===== src/rtl/wbuart_mux_pkg.sv =====
// Shared constants and types for the loader/console UART multiplexer.
// Register map, STATUS/CTRL bit positions and the TX drain state encoding.
package wbuart_mux_pkg;

  localparam logic [1:0] REG_DATA   = 2'd0;
  localparam logic [1:0] REG_STATUS = 2'd1;
  localparam logic [1:0] REG_CTRL   = 2'd2;

  localparam int ST_RX_NONEMPTY  = 0;
  localparam int ST_TX_FULL      = 1;
  localparam int ST_RX_OVF       = 2;
  localparam int ST_TX_OVF       = 3;
  localparam int ST_CONSOLE      = 4;
  localparam int ST_TX_EMPTY     = 5;
  localparam int ST_RX_COUNT_LSB = 8;

  localparam int CT_RX_IE   = 0;
  localparam int CT_TX_IE   = 1;
  localparam int CT_LDR_RET = 8;

  localparam logic [31:0] RX_EMPTY_FLAG = 32'h0000_0100;

  typedef enum logic [1:0] {
    IDLE = 2'd0,
    SEND = 2'd1,
    HOLD = 2'd2
  } tx_state_t;

endpackage


===== src/rtl/wbuart_mux_sync_fifo.sv =====
// Single-clock FIFO with head-of-queue output and a synchronous flush.
// A push into a full FIFO is accepted only when a pop happens in the same cycle.
module sync_fifo #(
  parameter int WIDTH = 8,
  parameter int DEPTH = 16
) (
  input  logic                     clk_i,
  input  logic                     rst_i,
  input  logic                     push_i,
  input  logic                     pop_i,
  input  logic                     flush_i,
  input  logic [WIDTH-1:0]         data_i,
  output logic                     full_o,
  output logic                     empty_o,
  output logic [$clog2(DEPTH):0]   count_o,
  output logic [WIDTH-1:0]         dout_o
);

  localparam int AW = $clog2(DEPTH);

  logic [WIDTH-1:0] mem_q [DEPTH];
  logic [AW-1:0]    wrPtr_q;
  logic [AW-1:0]    rdPtr_q;
  logic [AW:0]      count_q;
  logic             doPush;
  logic             doPop;

  assign full_o  = (count_q == (AW+1)'(DEPTH));
  assign empty_o = (count_q == '0);
  assign doPop   = pop_i & ~empty_o;
  assign doPush  = push_i & (~full_o | doPop);
  assign count_o = count_q;
  assign dout_o  = mem_q[rdPtr_q];

  always_ff @(posedge clk_i or posedge rst_i) begin
    if (rst_i) begin
      wrPtr_q <= '0;
      rdPtr_q <= '0;
      count_q <= '0;
    end else if (flush_i) begin
      wrPtr_q <= '0;
      rdPtr_q <= '0;
      count_q <= '0;
    end else begin
      if (doPush) wrPtr_q <= wrPtr_q + AW'(1);
      if (doPop)  rdPtr_q <= rdPtr_q + AW'(1);
      count_q <= count_q + (AW+1)'(doPush) - (AW+1)'(doPop);
    end
  end

  always_ff @(posedge clk_i) begin
    if (doPush & ~flush_i) mem_q[wrPtr_q] <= data_i;
  end

endmodule


===== src/rtl/wbuart_mux.sv =====
// Shares one UART PHY between a byte-stream boot loader and a Wishbone console.
// Console mode is entered by any bus write and left by CTRL bit 8 or an RX escape run.
module wbuart_mux
  import wbuart_mux_pkg::*;
#(
  parameter int          FIFO_DEPTH = 16,
  parameter logic [7:0]  ESC_CHAR   = 8'h2B,
  parameter int          ESC_COUNT  = 3
) (
  input  logic        i_clk,
  input  logic        i_reset,
  input  logic        i_rx_stb,
  input  logic [7:0]  i_rx_data,
  output logic        o_tx_stb,
  output logic [7:0]  o_tx_data,
  input  logic        i_tx_busy,
  output logic        o_ldr_rx_stb,
  output logic [7:0]  o_ldr_rx_data,
  input  logic        i_ldr_tx_stb,
  input  logic [7:0]  i_ldr_tx_data,
  output logic        o_ldr_reset,
  input  logic        i_wb_cyc,
  input  logic        i_wb_stb,
  input  logic        i_wb_we,
  input  logic [3:0]  i_wb_sel,
  input  logic [29:0] i_wb_addr,
  input  logic [31:0] i_wb_data,
  output logic        o_wb_stall,
  output logic        o_wb_ack,
  output logic        o_wb_err,
  output logic [31:0] o_wb_data,
  output logic        o_console_mode,
  output logic        o_irq
);

  localparam int CW = $clog2(FIFO_DEPTH) + 1;
  localparam int EW = (ESC_COUNT > 1) ? $clog2(ESC_COUNT) : 1;

  logic          consoleMode_q, consoleMode_d;
  logic          rxOvf_q, rxOvf_d, txOvf_q, txOvf_d;
  logic          rxIe_q, rxIe_d, txIe_q, txIe_d;
  logic [EW-1:0] escCnt_q, escCnt_d;
  tx_state_t     txState_q, txState_d;
  logic          wbAck_q;
  logic [31:0]   wbData_q, rdData;

  logic          wbAccept, wbWrite, wbRead;
  logic [1:0]    wbAddr;
  logic          ctrlReturn, escHit, escFire, ldrReturn;
  logic          rxPush, rxPop, txPush, txPop;
  logic          rxFull, rxEmpty, txFull, txEmpty;
  logic [CW-1:0] rxCount, unusedTxCount;
  logic [7:0]    rxHead, txHead;
  logic          unusedBits;

  assign unusedBits = &{1'b0, i_wb_addr[29:2], i_wb_sel[3:1], i_wb_data[31:9], unusedTxCount};

  assign wbAccept   = i_wb_cyc & i_wb_stb;
  assign wbWrite    = wbAccept & i_wb_we;
  assign wbRead     = wbAccept & ~i_wb_we;
  assign wbAddr     = i_wb_addr[1:0];
  assign ctrlReturn = wbWrite & (wbAddr == REG_CTRL) & i_wb_data[CT_LDR_RET];
  assign escHit     = consoleMode_q & i_rx_stb & (i_rx_data == ESC_CHAR);
  assign escFire    = escHit & (escCnt_q == EW'(ESC_COUNT - 1));
  // A bus write in the same cycle as a completed escape keeps console mode, so no flush either.
  assign ldrReturn  = ctrlReturn | (escFire & ~wbWrite);

  assign rxPush = consoleMode_q & i_rx_stb;
  assign rxPop  = wbRead & (wbAddr == REG_DATA) & ~rxEmpty;
  assign txPush = wbWrite & (wbAddr == REG_DATA) & i_wb_sel[0] & ~txFull;
  assign txPop  = (txState_q == SEND);

  sync_fifo #(.WIDTH(8), .DEPTH(FIFO_DEPTH)) u_rx_fifo (
    .clk_i(i_clk), .rst_i(i_reset), .push_i(rxPush), .pop_i(rxPop), .flush_i(ldrReturn),
    .data_i(i_rx_data), .full_o(rxFull), .empty_o(rxEmpty), .count_o(rxCount), .dout_o(rxHead)
  );

  sync_fifo #(.WIDTH(8), .DEPTH(FIFO_DEPTH)) u_tx_fifo (
    .clk_i(i_clk), .rst_i(i_reset), .push_i(txPush), .pop_i(txPop), .flush_i(ldrReturn),
    .data_i(i_wb_data[7:0]), .full_o(txFull), .empty_o(txEmpty), .count_o(unusedTxCount),
    .dout_o(txHead)
  );

  always_comb begin
    consoleMode_d = consoleMode_q;
    rxOvf_d       = rxOvf_q;
    txOvf_d       = txOvf_q;
    rxIe_d        = rxIe_q;
    txIe_d        = txIe_q;
    escCnt_d      = escCnt_q;

    if (ctrlReturn)   consoleMode_d = 1'b0;
    else if (wbWrite) consoleMode_d = 1'b1;
    else if (escFire) consoleMode_d = 1'b0;

    if (wbWrite && wbAddr == REG_STATUS) begin
      if (i_wb_data[ST_RX_OVF]) rxOvf_d = 1'b0;
      if (i_wb_data[ST_TX_OVF]) txOvf_d = 1'b0;
    end
    if (rxPush & rxFull & ~rxPop) rxOvf_d = 1'b1;
    if (wbWrite && wbAddr == REG_DATA && i_wb_sel[0] && txFull) txOvf_d = 1'b1;

    if (wbWrite && wbAddr == REG_CTRL) begin
      rxIe_d = i_wb_data[CT_RX_IE];
      txIe_d = i_wb_data[CT_TX_IE];
    end

    if (ldrReturn | escFire | ~consoleMode_q) escCnt_d = '0;
    else if (rxPush)                          escCnt_d = escHit ? escCnt_q + EW'(1) : '0;
  end

  always_comb begin
    txState_d = txState_q;
    case (txState_q)
      IDLE:    if (consoleMode_q & ~txEmpty & ~i_tx_busy) txState_d = SEND;
      SEND:    txState_d = HOLD;
      HOLD:    txState_d = IDLE;
      default: txState_d = IDLE;
    endcase
    if (ldrReturn | ~consoleMode_q) txState_d = IDLE;
  end

  always_comb begin
    rdData = '0;
    case (wbAddr)
      REG_DATA:   rdData = rxEmpty ? RX_EMPTY_FLAG : {24'b0, rxHead};
      REG_STATUS: begin
        rdData[ST_RX_NONEMPTY]         = ~rxEmpty;
        rdData[ST_TX_FULL]             = txFull;
        rdData[ST_RX_OVF]              = rxOvf_q;
        rdData[ST_TX_OVF]              = txOvf_q;
        rdData[ST_CONSOLE]             = consoleMode_q;
        rdData[ST_TX_EMPTY]            = txEmpty;
        rdData[ST_RX_COUNT_LSB +: 8]   = 8'(rxCount);
      end
      REG_CTRL: begin
        rdData[CT_RX_IE] = rxIe_q;
        rdData[CT_TX_IE] = txIe_q;
      end
      default:    rdData = '0;
    endcase
  end

  always_ff @(posedge i_clk or posedge i_reset) begin
    if (i_reset) txState_q <= IDLE;
    else         txState_q <= txState_d;
  end

  always_ff @(posedge i_clk or posedge i_reset) begin
    if (i_reset) begin
      consoleMode_q <= 1'b0;
      rxOvf_q       <= 1'b0;
      txOvf_q       <= 1'b0;
      rxIe_q        <= 1'b0;
      txIe_q        <= 1'b0;
      escCnt_q      <= '0;
      wbAck_q       <= 1'b0;
      wbData_q      <= '0;
    end else begin
      consoleMode_q <= consoleMode_d;
      rxOvf_q       <= rxOvf_d;
      txOvf_q       <= txOvf_d;
      rxIe_q        <= rxIe_d;
      txIe_q        <= txIe_d;
      escCnt_q      <= escCnt_d;
      wbAck_q       <= wbAccept;
      wbData_q      <= wbRead ? rdData : '0;
    end
  end

  assign o_wb_stall     = 1'b0;
  assign o_wb_err       = 1'b0;
  assign o_wb_ack       = wbAck_q;
  assign o_wb_data      = wbData_q;
  assign o_console_mode = consoleMode_q;
  assign o_ldr_reset    = i_reset | consoleMode_q;
  assign o_ldr_rx_stb   = ~consoleMode_q & i_rx_stb;
  assign o_ldr_rx_data  = i_rx_data;
  assign o_tx_stb       = consoleMode_q ? (txState_q == SEND) : i_ldr_tx_stb;
  assign o_tx_data      = consoleMode_q ? txHead : i_ldr_tx_data;
  assign o_irq          = (rxIe_q & ~rxEmpty) | (txIe_q & txEmpty & consoleMode_q);

endmodule

===== config.mk =====
export PLATFORM = sky130hd
export DESIGN_NAME = wbuart_mux
export DESIGN_NICKNAME = d
export VERILOG_FILES = /design/src/rtl/wbuart_mux_pkg.sv /design/src/rtl/wbuart_mux_sync_fifo.sv /design/src/rtl/wbuart_mux.sv
export SDC_FILE = /design/constraint.sdc
export NUM_CORES = 1
export LEC_CHECK = 0
export BUFFER_PORTS_ARGS = -buffer_cell sky130_fd_sc_hd__buf_2
export CORE_ASPECT_RATIO = 1.1
export CORE_MARGIN = 2
export CORE_UTILIZATION = 45
export DETAILED_ROUTE_END_ITERATION = 8
export PLACE_DENSITY = 0.75
export SYNTH_ARGS = -nofsm -noshare
export SYNTH_HDL_FRONTEND = slang
export SYNTH_SLANG_ARGS = --single-unit

===== constraint.sdc =====
create_clock -name i_clk -period 2.75 [get_ports i_clk]
set_input_delay 0 -clock i_clk [delete_from_list [all_inputs] [get_ports i_clk]]
set_output_delay 0 -clock i_clk [all_outputs]
set_load 0.01 [all_outputs]

==> results.md <==
* GP Congestion at 0.821
* Synth Flop Type: edfxtp_1
* TNS Setup at 0 ps
* Area leader, netlist: edfxtp_1
* Global Route Usage Sum at 18.3%
* Sequential share of the synthesized area at 68.9%
* Dpl cells at 1,206
* Top cell type's share of synthesized area at 59.4%
* Top cells by area, synth: edfxtp_1 (59%), mux4_2 (11%), dfrtp_1 (9.5%)
* Drt pass-1 iters at 5
* # port buffers at 70
* Post-CTS Setup Repair Bufs at 0
* Synth-to-layout area growth at 18.4%
* Synth Area in Adders at 2.44%
* GRT Max-Usage Layer: met2
* Clk sink count at 305
* Power per cell area at 854 mW/mm^2
* CTS max path bufs at 3
* H-tree depth at 1
* Die area at 0.0301 mm^2
* First-pass GRT wire length at 42,200 um
* Ports at 146
* HPWL after DPL at 18,200 um
* Initial Util at 45.5%
* Critical Path Source Type: flop
* Met3 GRT Util at 2.16%
* CORE AREA at 0.0285 mm^2
* Final setup violation count at 0
* Worst r2r path cells at 5
* Yosys reg bits at 305
* Post-Synth XOR/XNOR Area at 0.812%
* # diodes at 0
* Overflow after GRT at 0
* Drt wl/cell at 21.3 um
* Share of cells above drive strength 1 at 28.7%
* Vias in the first global route at 7,219
* Synthesized area at 0.0129 mm^2
* Multiplexer share of the synthesized area at 14.3%
* Fraction of registers with async set/reset at 16.1%
* Layout Nets at 1,015
* Fmax at 0.376 GHz
* Slew headroom at 45.1%
* Most frequent cell after synthesis: edfxtp_1
* Num CTS Buffers at 30
* Chip width at 166 um
* R2r setup slk at 90 ps
* Core Util, Final at 53.9%
* Clock skew at 9.25 ps
* Clk slew on worst S/H paths at 60 ps
* Final Instance Count excl. Fillers at 1,291
* DRC Markers at 0
* Worst EP arrival at 3080 ps
* Clock latency on the worst-skew pair at 550 ps
* Final Max Tran Viols at 0
* Worst reg2reg startpoint: u_rx_fifo.rdPtr_q[2]
* Worst hold-check path type: input port to flop
* WL final at 27,500 um
* Worst VDD drop at 611 uV
* First DRT Iteration DRCs at 655
* Tightest Pin Transition at 824 ps
* Period Utilization, post-route at 96.7%
* Syn avg cell area at 17.1 um^2
* Period minus WS final at 2660 ps
* Antenna violations before repair at 0
* R2r endpoint: o_wb_data[0]
* DR vias at 7,026
* Max FO, Critical Path at 8
* Drt via density at 5.44
* Commonest cells post-synth: edfxtp_1 (256), mux4_2 (64), dfrtp_1 (49)
* Synth Area in Simple Gates at 6.23%
* Final instance area at 0.0153 mm^2
* Fin. Hold Viols at 0
* Largest net degree at the start of global routing at 36
* Post-synth EDFFs at 256
* Antenna Violating Nets Remaining at 0
* M1 GR Usage at 23.6%
* Worst Path Required at 3170 ps
* Hold Path Cell Cnt at 5
* Die height at 182 um
* Hold Path Origin: i_wb_cyc
* CTS tree: yes
* Cells after synthesis at 756
* Rows at 65
* Endpoint type of the worst setup path: flop
* Post-synth cell types at 54
* Met2 usage at 33.1%
* Synth warn at 0
* Total Power at 13.1 mW
* Placed inst area at 0.0140 mm^2
* Max Cap Viol at 0
* Largest family of logic cells by synthesized area: multiplexers
* RSZ-0062 raised after global routing: true
* Outcome: complete, no violations
* Kind of critical path: flop to flop
* Root Buffer: clkbuf_16
* Synth Area in Compound Gates at 3.24%
* Leakage at 5.51 nW
* Hold Path Sink: rxOvf_q
state kept, by name, summed over array words and instances, names as in the netlist, 2 cells and up:
name and count:
escCnt_q 2, o_wb_data 13, txState_q 2, u_rx_fifo.count_o 5
u_rx_fifo.mem_q 128, u_rx_fifo.rdPtr_q 4, u_rx_fifo.wrPtr_q 4, u_tx_fifo.count_o 5
u_tx_fifo.mem_q 128, u_tx_fifo.rdPtr_q 4, u_tx_fifo.wrPtr_q 4
metrics by stage:
stage / hold WS [ps] / worst slack [ps]
finish: 27.3 / 89.9
CTS: 9.90 / 42.6
detailed placement: 208 / 34.5
global placement: 207 / 120
floorplan: 91.8 / 122
global route: 45.1 / -59.9
repair_timing:
| item | CTS | global route |
|---|---|---|
| hold buffers | 31 | 0 |
| endpoints found under the hold margin | 307 | 0 |
| endpoints found under the setup margin | 5 | 18 |
| resized for setup | 1 | 4 |
routing by layer:
layer,part of all wire (%),vias to the layer above
li1,-,3182
met1,41,3625
met2,52,181
met3,4.3,38
met4,2.3,0
met5,0,-
kinds of logic after synthesis:
group / count (synthesis)
xor+xnor: 12
other cells: 1
mux: 104
compound gates: 66
flops: 305
simple gates: 139
buf+inv: 105
fa+ha+maj: 24
how the worst max path moves through the flow:
stage | startpoint | end | slack [ps] | cells past startpoint
after floorplan | u_rx_fifo.count_o[3] | u_rx_fifo.count_o[4] | 120 | 13
after global placement | u_rx_fifo.count_o[3] | u_rx_fifo.mem_q[5][2] | 120 | 8
after detailed placement | u_rx_fifo.count_o[2] | u_rx_fifo.mem_q[5][3] | 30 | 8
after CTS | u_rx_fifo.count_o[2] | u_rx_fifo.mem_q[4][2] | 40 | 8
after global routing | u_rx_fifo.count_o[2] | u_rx_fifo.count_o[4] | -60 | 13
final | u_rx_fifo.rdPtr_q[2] | o_wb_data[0] | 90 | 5
where the power goes:
part / switching [mW] / internal (mW)
Combinational: 1.76 / 1.71
Sequential: 0.320 / 5.30
Clock: 1.68 / 2.34
cells in the final DEF (no fill, tap or decap), types with 4 or more instances in the layout:
master         instances
a21oi_1               15
a22o_1                 5
and2_1                14
and3_1                 4
buf_2                 70
buf_4                 58
clkbuf_1               7
clkbuf_16             30
clkinv_1               4
clkinv_2               4
conb_1                21
dfrtp_1               48
dlygate4sd3_1         31
edfxtp_1             256
ha_1                  22
inv_1                 35
mux2i_1               34
mux4_2                64
nand2_1               17
nand2b_1              11
nand3_1               10
nor2_1                23
nor2b_1                4
nor3_1                 8
nor3b_1                6
nor4_1                 6
nor4_2                13
o21ai_0                8
o21ai_1               13
o22a_1                 8
xnor2_1               10
area by class of cell:
class | count | area (um^2)
Clock inverter | 15 | 166
Clock buffer | 39 | 805
Multi-Input combinational cell | 366 | 3730
Fill cell | 2217 | 13100
Inverter | 38 | 143
Sequential cell | 305 | 8910
Timing Repair Buffer | 160 | 1120
Tap cell | 368 | 460
critical path: stages (launching register included):
cell	delay, ps
dfrtp_1	590
mux4_2	580
mux4_2	490
a211oi_1	240
dlygate4sd3_1	580
nor3_1	50
No activity file was read; power rests on OpenSTA's default activity.
